==> config.mk <==
export PLATFORM = sky130hd
export DESIGN_NAME = car_alarm_chime_driver_flat
export DESIGN_NICKNAME = d
export VERILOG_FILES = /design/src/rtl/car_alarm_chime_driver_if.sv /design/src/rtl/car_alarm_chime_driver.sv /design/src/flat_wrapper.sv
export SDC_FILE = /design/constraint.sdc
export NUM_CORES = 1
export LEC_CHECK = 0
export CELL_PAD_IN_SITES_DETAIL_PLACEMENT = 1
export CELL_PAD_IN_SITES_GLOBAL_PLACEMENT = 1
export CORE_MARGIN = 4
export CORE_UTILIZATION = 48
export DETAILED_ROUTE_END_ITERATION = 10
export GPL_ROUTABILITY_DRIVEN = 1
export HOLD_SLACK_MARGIN = 0.03
export PLACE_DENSITY = 0.87
export SETUP_SLACK_MARGIN = 0.15
export SLEW_MARGIN = 10
export SYNTH_ARGS = -nofsm -noshare
export SYNTH_HDL_FRONTEND = slang
export SYNTH_SLANG_ARGS = --single-unit
==> constraint.sdc <==
create_clock -name clk -period 6.6 [get_ports clk]
set_clock_uncertainty 0.2 [all_clocks]
set_input_delay 0.66 -clock clk [delete_from_list [all_inputs] [get_ports clk]]
set_output_delay 0.66 -clock clk [all_outputs]
set_load 0.01 [all_outputs]
==> src/rtl/car_alarm_chime_driver_if.sv <==
// Alarm-side signal bundle between the alarm detector/tester (master) and the
// cabin chime driver (slave).
interface car_alarm_chime_driver_if;
    logic       CarAlarmSignal;
    logic       AckButton;
    logic       BuzzerOut;
    logic       WarningLamp;
    logic       ChimeActive;
    logic [7:0] BurstCount;

    modport master (
        output CarAlarmSignal,
        output AckButton,
        input  BuzzerOut,
        input  WarningLamp,
        input  ChimeActive,
        input  BurstCount
    );

    modport slave (
        input  CarAlarmSignal,
        input  AckButton,
        output BuzzerOut,
        output WarningLamp,
        output ChimeActive,
        output BurstCount
    );
endinterface

==> src/rtl/car_alarm_chime_driver.sv <==
// Debounced, pulsed buzzer driver with warning lamp and driver-acknowledge silence.
// Optional macro CHIME_TIMEOUT_EN: auto-silence after MAX_BURSTS completed bursts.
module car_alarm_chime_driver #(
    parameter int unsigned DEBOUNCE_CYCLES = 4,
    parameter int unsigned ON_CYCLES       = 8,
    parameter int unsigned OFF_CYCLES      = 8,
    parameter int unsigned MAX_BURSTS      = 6
) (
    input  logic                      clk,
    input  logic                      reset,
    car_alarm_chime_driver_if.slave   bus
);

    typedef enum logic [2:0] {
        IDLE     = 3'd0,
        QUALIFY  = 3'd1,
        BEEP_ON  = 3'd2,
        BEEP_OFF = 3'd3,
        SILENCED = 3'd4
    } state_e;

    localparam logic [15:0] DEB_LAST = 16'(DEBOUNCE_CYCLES - 1);
    localparam logic [15:0] ON_LAST  = 16'(ON_CYCLES - 1);
    localparam logic [15:0] OFF_LAST = 16'(OFF_CYCLES - 1);

    // Reject out-of-range configurations at elaboration time.
    if (DEBOUNCE_CYCLES < 1 || DEBOUNCE_CYCLES > 65535 ||
        ON_CYCLES < 1 || ON_CYCLES > 65535 ||
        OFF_CYCLES < 1 || OFF_CYCLES > 65535 ||
        MAX_BURSTS < 1 || MAX_BURSTS > 255) begin : g_param_check
        $error("car_alarm_chime_driver: parameter out of range");
    end

    state_e      state_q, state_d;
    logic [15:0] qual_q, qual_d;
    logic [15:0] phase_q, phase_d;
    logic [7:0]  burst_q, burst_d;
    logic [7:0]  burst_inc;

    function automatic logic [7:0] sat_inc8(input logic [7:0] v);
        return (v == 8'hFF) ? v : v + 8'd1;
    endfunction

    always_ff @(posedge clk) begin
        if (reset) begin
            state_q <= IDLE;
            qual_q  <= '0;
            phase_q <= '0;
            burst_q <= '0;
        end else begin
            state_q <= state_d;
            qual_q  <= qual_d;
            phase_q <= phase_d;
            burst_q <= burst_d;
        end
    end

    always_comb begin
        state_d   = state_q;
        qual_d    = qual_q;
        phase_d   = phase_q;
        burst_d   = burst_q;
        burst_inc = sat_inc8(burst_q);
        case (state_q)
            IDLE: begin
                qual_d  = '0;
                phase_d = '0;
                burst_d = '0;
                if (bus.CarAlarmSignal) begin
                    if (DEB_LAST == 16'd0) begin
                        state_d = BEEP_ON;
                    end else begin
                        state_d = QUALIFY;
                        qual_d  = 16'd1;
                    end
                end
            end
            QUALIFY: begin
                if (!bus.CarAlarmSignal) begin
                    state_d = IDLE;
                    qual_d  = '0;
                end else if (qual_q == DEB_LAST) begin
                    state_d = BEEP_ON;
                    qual_d  = '0;
                    phase_d = '0;
                    burst_d = '0;
                end else begin
                    qual_d = qual_q + 16'd1;
                end
            end
            BEEP_ON, BEEP_OFF: begin
                // Alarm drop outranks acknowledge, which outranks sequencing.
                if (!bus.CarAlarmSignal) begin
                    state_d = IDLE;
                    phase_d = '0;
                    burst_d = '0;
                end else if (bus.AckButton) begin
                    state_d = SILENCED;
                    phase_d = '0;
                end else if (state_q == BEEP_ON) begin
                    if (phase_q == ON_LAST) begin
                        state_d = BEEP_OFF;
                        phase_d = '0;
                    end else begin
                        phase_d = phase_q + 16'd1;
                    end
                end else if (phase_q == OFF_LAST) begin
                    phase_d = '0;
                    burst_d = burst_inc;
`ifdef CHIME_TIMEOUT_EN
                    state_d = (burst_inc == 8'(MAX_BURSTS)) ? SILENCED : BEEP_ON;
`else
                    state_d = BEEP_ON;
`endif
                end else begin
                    phase_d = phase_q + 16'd1;
                end
            end
            SILENCED: begin
                if (!bus.CarAlarmSignal) begin
                    state_d = IDLE;
                    burst_d = '0;
                end
            end
            default: begin
                state_d = IDLE;
                qual_d  = '0;
                phase_d = '0;
                burst_d = '0;
            end
        endcase
    end

    always_comb begin
        bus.BuzzerOut   = (state_q == BEEP_ON);
        bus.ChimeActive = (state_q == BEEP_ON) || (state_q == BEEP_OFF);
        bus.WarningLamp = (state_q == BEEP_ON) || (state_q == BEEP_OFF) ||
                          (state_q == SILENCED);
        bus.BurstCount  = burst_q;
    end

endmodule

==> src/flat_wrapper.sv <==
// flat-port wrapper written by rule: the top's interface ports become plain ports
module car_alarm_chime_driver_flat 
#(
    parameter int unsigned DEBOUNCE_CYCLES = 4,
    parameter int unsigned ON_CYCLES       = 8,
    parameter int unsigned OFF_CYCLES      = 8,
    parameter int unsigned MAX_BURSTS      = 6
)
  (clk, reset, bus_CarAlarmSignal, bus_AckButton, bus_BuzzerOut, bus_WarningLamp, bus_ChimeActive, bus_BurstCount);
  car_alarm_chime_driver_if bus_i ();
  input  logic clk;
  input  logic reset;
  input wire logic [$bits(bus_i.CarAlarmSignal)-1:0] bus_CarAlarmSignal;
  input wire logic [$bits(bus_i.AckButton)-1:0] bus_AckButton;
  output wire logic [$bits(bus_i.BuzzerOut)-1:0] bus_BuzzerOut;
  output wire logic [$bits(bus_i.WarningLamp)-1:0] bus_WarningLamp;
  output wire logic [$bits(bus_i.ChimeActive)-1:0] bus_ChimeActive;
  output wire logic [$bits(bus_i.BurstCount)-1:0] bus_BurstCount;
  assign bus_i.CarAlarmSignal = bus_CarAlarmSignal;
  assign bus_i.AckButton = bus_AckButton;
  assign bus_BuzzerOut = bus_i.BuzzerOut;
  assign bus_WarningLamp = bus_i.WarningLamp;
  assign bus_ChimeActive = bus_i.ChimeActive;
  assign bus_BurstCount = bus_i.BurstCount;
  car_alarm_chime_driver #(.DEBOUNCE_CYCLES(DEBOUNCE_CYCLES), .ON_CYCLES(ON_CYCLES), .OFF_CYCLES(OFF_CYCLES), .MAX_BURSTS(MAX_BURSTS)) u_core (.clk(clk), .reset(reset), .bus(bus_i));
endmodule
==> results.sh <==
export IMPL_outcome="finished clean"
export IMPL_placed_cells=356
export IMPL_drt_antenna_violating_nets=0
export IMPL_fin_nets=303
export IMPL_report_final_setup_viol=0
export IMPL_hp_class="flip-flop to flip-flop"
export IMPL_setup_slack_ns=3.46
export IMPL_crit_type="flip-flop to output pin"
export IMPL_ys_ff_latch=43
export IMPL_holdWs_ns=0.301
export IMPL_clock_sinks=43
export IMPL_cts_made_buffers=5
export IMPL_cts_max_level=2
export IMPL_drt_wl_total_um=6440
export IMPL_slew_viol_final=0
export IMPL_die_area_mm2=0.00613
export IMPL_period_share_pct=47.5
export IMPL_power_density_mw_per_mm2=192
export IMPL_clock_latency_ns=0.30
export IMPL_tritoncts="done"
export IMPL_layout_common_cells="dfxtp_1, nor2_1, a21oi_1"
export IMPL_cts_clk_slew_worst_paths_ns=0.09
export IMPL_max_freq_mhz=319
export IMPL_io_buffers=14
export IMPL_start_kind="flip-flop"
export IMPL_worst_pin_slew_ns=1.07
export IMPL_power_internal_uw=394
export IMPL_antenna_found_initial=0
export IMPL_grt_pass1_wl_um=11300
export IMPL_p_switching_uw=118
export IMPL_grt_pass1_vias=2324
export IMPL_cts_resized=0
export IMPL_num_antenna_cells=0
export IMPL_p_leak_nw=0.852
export IMPL_die_w_um=78.3
export IMPL_async_flop_share_pct=0
export IMPL_cts_root_buffer="clkbuf_8"
export IMPL_syn_to_final_growth_pct=12.2
export IMPL_wl_per_cell_um=17.7
export IMPL_endpoint_kind="output pin"
export IMPL_place_area_mm2=0.00254
export IMPL_post_route_min_period_ns=3.14
export IMPL_maxSlewHeadroom_pct=28.2
export IMPL_vias=2245
export IMPL_drv_cap=0
export IMPL_pwr_share_comb_pct=5.8
export IMPL_final_common_cell="dfxtp_1"
export IMPL_syn_area_per_cell_um2=8.32
export IMPL_drtPass1Iterations=4
export IMPL_layout_drive_gt1_share_pct=5.39
export IMPL_grt_ovfl_total=0
export IMPL_switching_share_pct=23.1
export IMPL_grt_max_degree=18
export IMPL_p_seq_share_pct=51.5
export IMPL_synthCells=285
export IMPL_viasPerCell=6.17
export IMPL_drcViolationCount=0
export IMPL_cts_setup_buffers=0
export IMPL_place_hpwl_um=4610
export IMPL_synth_seq_area_share_pct=36.3
export IMPL_rows=25
export IMPL_track_usage_pct=23.2
export IMPL_worstPathArrival_ns=2.28
export IMPL_yosysUniqueCellTypes=53
export IMPL_hold_buffers=0
export IMPL_rsz0062_at_grt="false"
export IMPL_initial_core_util_pct=49.9
export IMPL_yosysWarnings=0
export IMPL_first_iter_violations=153
export IMPL_clock_path_buffers=2
export IMPL_hold_viol=0
export IMPL_synth_edf_count=0
export IMPL_syn_cell_area_mm2=0.00237
export IMPL_ir_worst_vdd_mv=0.0856
export IMPL_stdcell_area_mm2=0.00266
export IMPL_critPathRequiredTime_ns=5.74
export IMPL_die_height_um=78.3
export IMPL_worst_path_max_fanout=11
export IMPL_clkPwrFrac_pct=42.8
export IMPL_synth_nets=292
export IMPL_place_ws_ns=3.41
export IMPL_finalSetupTns_ns=0
export IMPL_place_gp_congestion=0.849
export IMPL_final_cells=364
export IMPL_synth_flop_cell="dfxtp_1"
export IMPL_io_pins=15
export IMPL_core_area_mm2=0.00475
## power groups by stage
| stage | Sequential [mW] | Clock, mW | Combinational [mW] |
|---|---|---|---|
| after floorplan | 0.268 | 0 | 0.0221 |
| after global placement | 0.270 | 0 | 0.0281 |
| after detailed placement | 0.270 | 0 | 0.0291 |
| after CTS | 0.264 | 0.222 | 0.0296 |
| after global routing | 0.264 | 0.228 | 0.0331 |
| final | 0.264 | 0.219 | 0.0295 |
## path summary, 6_finish.rpt
check                startpoint            endpoint  slack, ns  cells after the start
min          u_core.phase_q[15]  u_core.phase_q[15]       0.30                      2
max reg2reg    u_core.qual_q[1]   u_core.phase_q[0]       3.52                      6
min reg2reg  u_core.phase_q[15]  u_core.phase_q[15]       0.30                      2
max           u_core.state_q[1]     bus_WarningLamp       3.46                      5
## Yosys cell counts (2+ instances only)
cell type,number,area (um2)
clkbuf_1,4,15.0
nor3_1,7,35.0
a31oi_1,2,12.5
nor4_1,6,37.5
or4_1,4,30.0
nand4_1,8,50.1
nand2_1,19,71.3
inv_1,8,30.0
nand2b_1,6,37.5
a311oi_1,2,17.5
and3_1,7,43.8
buf_2,5,25.0
o21ai_1,2,10.0
and2_1,3,18.8
o41ai_1,2,17.5
a22oi_1,3,22.5
nor2_1,32,120
a221o_1,3,30.0
o311ai_0,2,17.5
o31ai_1,5,37.5
nand3_1,11,55.1
xor2_1,6,52.6
a41oi_1,3,26.3
dfxtp_1,43,861
a21oi_1,24,120
ha_1,3,37.5
or4b_1,2,20.0
or3_1,10,62.6
and4_1,8,70.1
o21ai_0,13,65.1
nand3b_1,2,15.0
mux2i_1,2,20.0
xnor2_1,7,61.3
o22ai_1,2,12.5
## flip-flops by register name, indices dropped and copies added (netlist names)
signal / flops
u_core.state_q: 3
u_core.phase_q: 16
u_core.bus.BurstCount: 8
u_core.qual_q: 16
## metrics by stage
step | util (%) | total power, mW
2_1_floorplan | - | 0.290
3_3_place_gp | 53.5 | 0.298
3_5_place_dp | 53.5 | 0.299
4_1_cts | 56.0 | 0.515
5_1_grt | 56.0 | 0.525
6_report | 56.0 | 0.512
## critical path, cell delays in order (launching register included)
cell and delay (ns):
dfxtp_1 0.43, nand2b_1 0.24, inv_1 0.11, nor2_1 0.42, inv_1 0.24, clkdlybuf4s50_1 0.54
## routing by layer
metal / GRT usage [%] / vias up / part of all wire (%)
li1: - / 1091 / -
met1: 27.8 / 1125 / 45
met2: 41.3 / 22 / 52
met3: 3.44 / 7 / 2.3
met4: 9.97 / 0 / 1.2
met5: 0 / - / 0
## logic make-up (layout without fill, tap and decap cells)
kind of cell,after synthesis,count (layout),synth area share [%]
AND/OR/NAND/NOR,136,136,33.6
adder cells (fa/ha/maj),3,3,1.58
XOR/XNOR,13,13,4.80
buffers and inverters,18,30,3.43
multiplexers,3,3,1.32
flip-flops,43,43,36.3
AO/OA/AOI/OAI,69,69,18.9
## cell type report
type                       count  area (um2)
fill                         604        2090
timing repair buffer          14         140
multi-input combinational    224        1430
clock buffer                   6        82.6
clock inverter                 2        35.0
inverter                       8        30.0
sequential                    43         861
tap                           67        83.8
(Power assumes the default switching activity.)
==> variant 1: new RTL, same flow settings <==
Build with the macro `CHIME_TIMEOUT_EN` defined.
--- a/src/rtl/car_alarm_chime_driver.sv
+++ b/src/rtl/car_alarm_chime_driver.sv
@@ -1,5 +1,7 @@
 // Debounced, pulsed buzzer driver with warning lamp and driver-acknowledge silence.
 // Optional macro CHIME_TIMEOUT_EN: auto-silence after MAX_BURSTS completed bursts.
+`define CHIME_TIMEOUT_EN
+
 module car_alarm_chime_driver #(
     parameter int unsigned DEBOUNCE_CYCLES = 4,
     parameter int unsigned ON_CYCLES       = 8,
Formal check against the unedited RTL: no difference found for any inputs over 10 cycles, from zero or initial values and one cycle with reset high; that may be too few to reach the edited logic, so the function may still have changed.
==> variant 1 against the original RTL <==
Area after synthesis up 10%. Cell area up 6.6%. Die area up 9.4%. Critical path depth unchanged. Setup slack better by 0.061 ns. Routed wire length up 10%. Register-to-register slack better by 0.44 ns. Utilization down 1.5 points. Sequential cell count unchanged. Maximum frequency up 2.0%. Critical path type unchanged. Highest routed layer unchanged.
Power is not compared: it rests on default switching activity, and its combinational part moved more than twofold at a synthesized area within 25%.
==> variant 1: results (changes against the original RTL) <==
Global route
  – First-pass GRT wire length: 12300 µm (+8.5%)
  – Global-route usage over all layers: 23.3% (+0.086 points)
  – Pin count of the biggest net entering global routing: 20 (+2)

Synthesis
  – Adder-cell area share of the yosys netlist: 1.43% (-0.15 points)
  – Synth top area share: 32.9% (-3.4 points)
  – Compound-Gate Fraction of Synth Area: 19.9% (+0.93 points)
  – Commonest cells post-synth: 43 x dfxtp_1, 33 x nor2_1, 30 x nand2_1
  – Asr flop ratio synth: 0% (unchanged)
  – Portion of netlist area occupied by mux cells: 0.812% (-0.51 points)
  – Synth Area per Inst: 8.24 µm² (-1.0%)
  – Synth cell types: 63 (+19%)
  – Post-synthesis xor/xnor area fraction: 6.02% (+1.2 points)
  – Sequential share of the synthesized area: 32.9% (-3.4 points)
  – Ranking of synthesized cells by area: dfxtp_1 33%, nor2_1 4.7%, nand2_1 4.3%, a21oi_1 3.8%, xnor2_1 3.3%

Placement
  – Final Wtd Congestion: 0.850 (+0.11%)
  – Placed Area: 2770 µm² (+8.7%)
  – Placed Cells: 389 (+9.3%)
  – HPWL Detailed: 5070 µm (+10%)
  – Place WS: 3.29 ns (-0.119 ns)

Run status
  – Run status: complete, no violations

Final layout
  – Fin nets: 333 (+9.9%)
  – Layout cells sized above 1: 7.38% (+2.0 points)

Worst setup path
  – CP max stage delay: 0.52 ns (-0.02 ns)
  – Slowest CP cell: dfxtp_1
  – Critical path arrival: 2.22 ns (-0.06 ns)
  – CP Max Fanout: 10 (-1)

Timing
  – Worst slew margin: 43.9% (+16 points)

Detailed routing
  – Via count: 2495 (+11%)
  – Post-Route WL: 7100 µm (+10%)
  – Vias per cell: 6.32 (+2.4%)

Clocking
  – # resized after CTS: 0 (unchanged)
## variant 1: where the power goes
group / total [µW] / switching (µW) / internal (µW)
clock: 154 / 83.2 / 70.6
combinational: 65.0 / 41.9 / 23.1
sequential: 269 / 6.61 / 262
total: 488 / 132 / 356
## variant 1: metal layers
layer	part of all wire (%)	track usage [%]	up-vias
met3	3.7	4.17	16
met1	45	29.0	1222
met5	0	0	-
met2	49	40.7	47
met4	2.0	6.98	0
li1	-	-	1210
## variant 1: critical path, delay by kind of cell, from the launching register on
family	cells	cell delay (ns)
flops	1	0.52
buf+inv	3	0.82
simple gates	2	0.59
## variant 1: kinds of logic (layout without fill, tap and decap cells)
| family | Yosys count | after routing |
|---|---|---|
| simple gates | 159 | 159 |
| compound gates | 71 | 71 |
| flops | 43 | 43 |
| buf+inv | 22 | 29 |
| xor+xnor | 18 | 18 |
| fa+ha+maj | 3 | 3 |
| mux | 2 | 2 |
## variant 1: cell type report
class                           count  area (µm²)
Fill cell                         646        2370
Multi-Input combinational cell    253        1640
Sequential cell                    43         861
Timing Repair Buffer               15         148
Tap cell                           70        87.6
Clock buffer                        6        72.6
Inverter                            8        30.0
## variant 1: worst paths after layout
path,startpoint,endpoint,slack (ns),cells after the start
hold reg to reg,u_core.phase_q[8],u_core.phase_q[8],0.33,2
setup reg to reg,u_core.qual_q[0],u_core.phase_q[5],3.96,6
setup / recovery,u_core.state_q[2],bus_WarningLamp,3.52,5
hold / removal,u_core.phase_q[8],u_core.phase_q[8],0.33,2
## variant 1: metrics by stage
stage | utilization [%] | total power, µW
6_report | 54.5 | 488
5_1_grt | 54.5 | 514
4_1_cts | 54.5 | 492
3_5_place_dp | 53.1 | 340
3_3_place_gp | 53.1 | 339
2_1_floorplan | - | 324
==> variant 2: new RTL, same flow settings <==
Without the edit above. Encoding of `state_e`: now one-hot (5 bits for 5 states).
--- a/src/rtl/car_alarm_chime_driver.sv
+++ b/src/rtl/car_alarm_chime_driver.sv
@@ -11,12 +11,12 @@
     car_alarm_chime_driver_if.slave   bus
 );
 
-    typedef enum logic [2:0] {
-        IDLE     = 3'd0,
-        QUALIFY  = 3'd1,
-        BEEP_ON  = 3'd2,
-        BEEP_OFF = 3'd3,
-        SILENCED = 3'd4
+    typedef enum logic [4:0] {
+        IDLE     = 5'b00001,
+        QUALIFY  = 5'b00010,
+        BEEP_ON  = 5'b00100,
+        BEEP_OFF = 5'b01000,
+        SILENCED = 5'b10000
     } state_e;
 
     localparam logic [15:0] DEB_LAST = 16'(DEBOUNCE_CYCLES - 1);
Behaviour: no difference found for any inputs over 10 cycles, from zero or initial values and one cycle with reset high; not proved beyond that.
==> variant 2 against the original RTL <==
Cell area is 5.5% higher. Area after synthesis up 8.0%. Combinational power increased by 20%. Sequential cell count up 2. Critical path type unchanged. Routed wire length is 3.9% higher. Largest power group unchanged. Utilization is 1.3 points lower. Power shrank 7.0%. Highest routed layer unchanged. Setup slack got worse by 0.27 ns. First-iteration DRC count down 0.65%.
==> variant 2: results (changes against the original RTL) <==
Detailed routing
  – Vias per cell: 6.39 (+3.5%)
  – Initial drt markers: 152 (-0.65%)
  – Met2 WL: 3230 µm (-3.4%)
  – DR pass1 iterations: 5 (+1)
  – Routed wl met3: 249 µm (+71%)
  – Post-Route WL: 6700 µm (+3.9%)
  – DRT met1 WL: 3170 µm (+10%)

Clocking
  – Total CTS buffers: 5 (unchanged)
  – Root buf cell: clkbuf_8
  – # resized after CTS: 0 (unchanged)
  – H-tree levels: 2 (unchanged)
  – Post-CTS setup buffer count: 0 (unchanged)

Global route
  – Vias in the first global route: 2531 (+8.9%)
  – Met2 Use GR: 38.2% (-3.1 points)
  – Met1 Use GR: 30.6% (+2.9 points)
  – Antenna violations before repair: 0 (unchanged)
  – Pin count of the biggest net entering global routing: 19 (+1)
  – GR Util met3: 4.66% (+1.2 points)
  – Global-route usage over all layers: 23.1% (-0.12 points)
  – First-pass GRT wire length: 12200 µm (+7.4%)

Synthesis
  – Synth cell types: 58 (+9.4%)
  – Adder-cell area share of the yosys netlist: 1.47% (-0.12 points)
  – Commonest cells post-synth: 45 x dfxtp_1, 29 x nor2_1, 28 x a21oi_1
  – Net count after synthesis: 315 (+7.9%)
  – Sequential share of the synthesized area: 35.2% (-1.1 points)
  – Portion of netlist area occupied by mux cells: 0.782% (-0.54 points)
  – Post-synthesis xor/xnor area fraction: 5.13% (+0.33 points)
  – YS warnings: 0 (unchanged)
  – Synth Area per Inst: 8.32 µm² (about the same)
  – Ranking of synthesized cells by area: dfxtp_1 35%, a21oi_1 5.5%, xnor2_1 4.4%, nor2_1 4.3%, nand3_1 3.5%
  – Compound-Gate Fraction of Synth Area: 20.9% (+1.9 points)

Final layout
  – Fin nets: 325 (+7.3%)
  – Inserted Diodes: 0 (unchanged)
  – Layout cells sized above 1: 6.62% (+1.2 points)
  – Post-Layout Cell Count: 387 (+6.3%)

Worst setup path
  – CP max stage delay: 0.62 ns (+0.08 ns)
  – CP Max Fanout: 14 (+3)
  – Critical path arrival: 2.54 ns (+0.26 ns)
  – Family with the most delay on the worst path: buffers and inverters
  – Slowest CP cell: dfxtp_1

Pwr
  – Clock power share: 33.7% (-9.1 points)
  – Switch Pwr: 119 µW (+0.60%)
  – Power per cell area: 169 nW/µm² (-12%)
  – Comb pwr: 35.5 µW (+20%)
  – Max VDD drop: 0.0794 mV (-7.3%)
  – P_leak: 0.000836 µW (-1.9%)

Run status
  – Run status: complete, no violations

Placement
  – Placed Cells: 381 (+7.0%)
  – Final Wtd Congestion: 0.844 (-0.60%)
  – Placed Area: 2740 µm² (+7.5%)
  – Port bufs: 14 (unchanged)
  – Place WS: 3.36 ns (-0.0504 ns)
  – HPWL Detailed: 4930 µm (+7.0%)

Timing
  – Slew @ Worst Pin: 0.907 ns (-0.163 ns)

Min path
  – HP Class: reg2reg
## variant 2: cell types whose count changed after synthesis, sizes merged, moves of 4 or more
cell and change:
or4 +4, nor3b +5, o31ai +6, a21oi +4, xor2 -4, a211oi +4
xnor2 +6, nand3 +7, or3 -4
## variant 2: layout make-up
type / count / area, µm²
Inverter: 7 / 26.3
Clock inverter: 1 / 5.00
Fill cell: 652 / 2330
Timing Repair Buffer: 15 / 148
Multi-Input combinational cell: 244 / 1570
Tap cell: 70 / 87.6
Clock buffer: 5 / 68.8
Sequential cell: 45 / 901
## variant 2: worst paths after layout
check / depth (start not counted) / slack [ns] / end / from
hold / removal: 2 / 0.31 / u_core.phase_q[15] / u_core.phase_q[15]
hold reg to reg: 2 / 0.31 / u_core.phase_q[15] / u_core.phase_q[15]
setup / recovery: 5 / 3.20 / bus_WarningLamp / u_core.state_q[4]
setup reg to reg: 6 / 3.81 / u_core.qual_q[2] / u_core.qual_q[0]
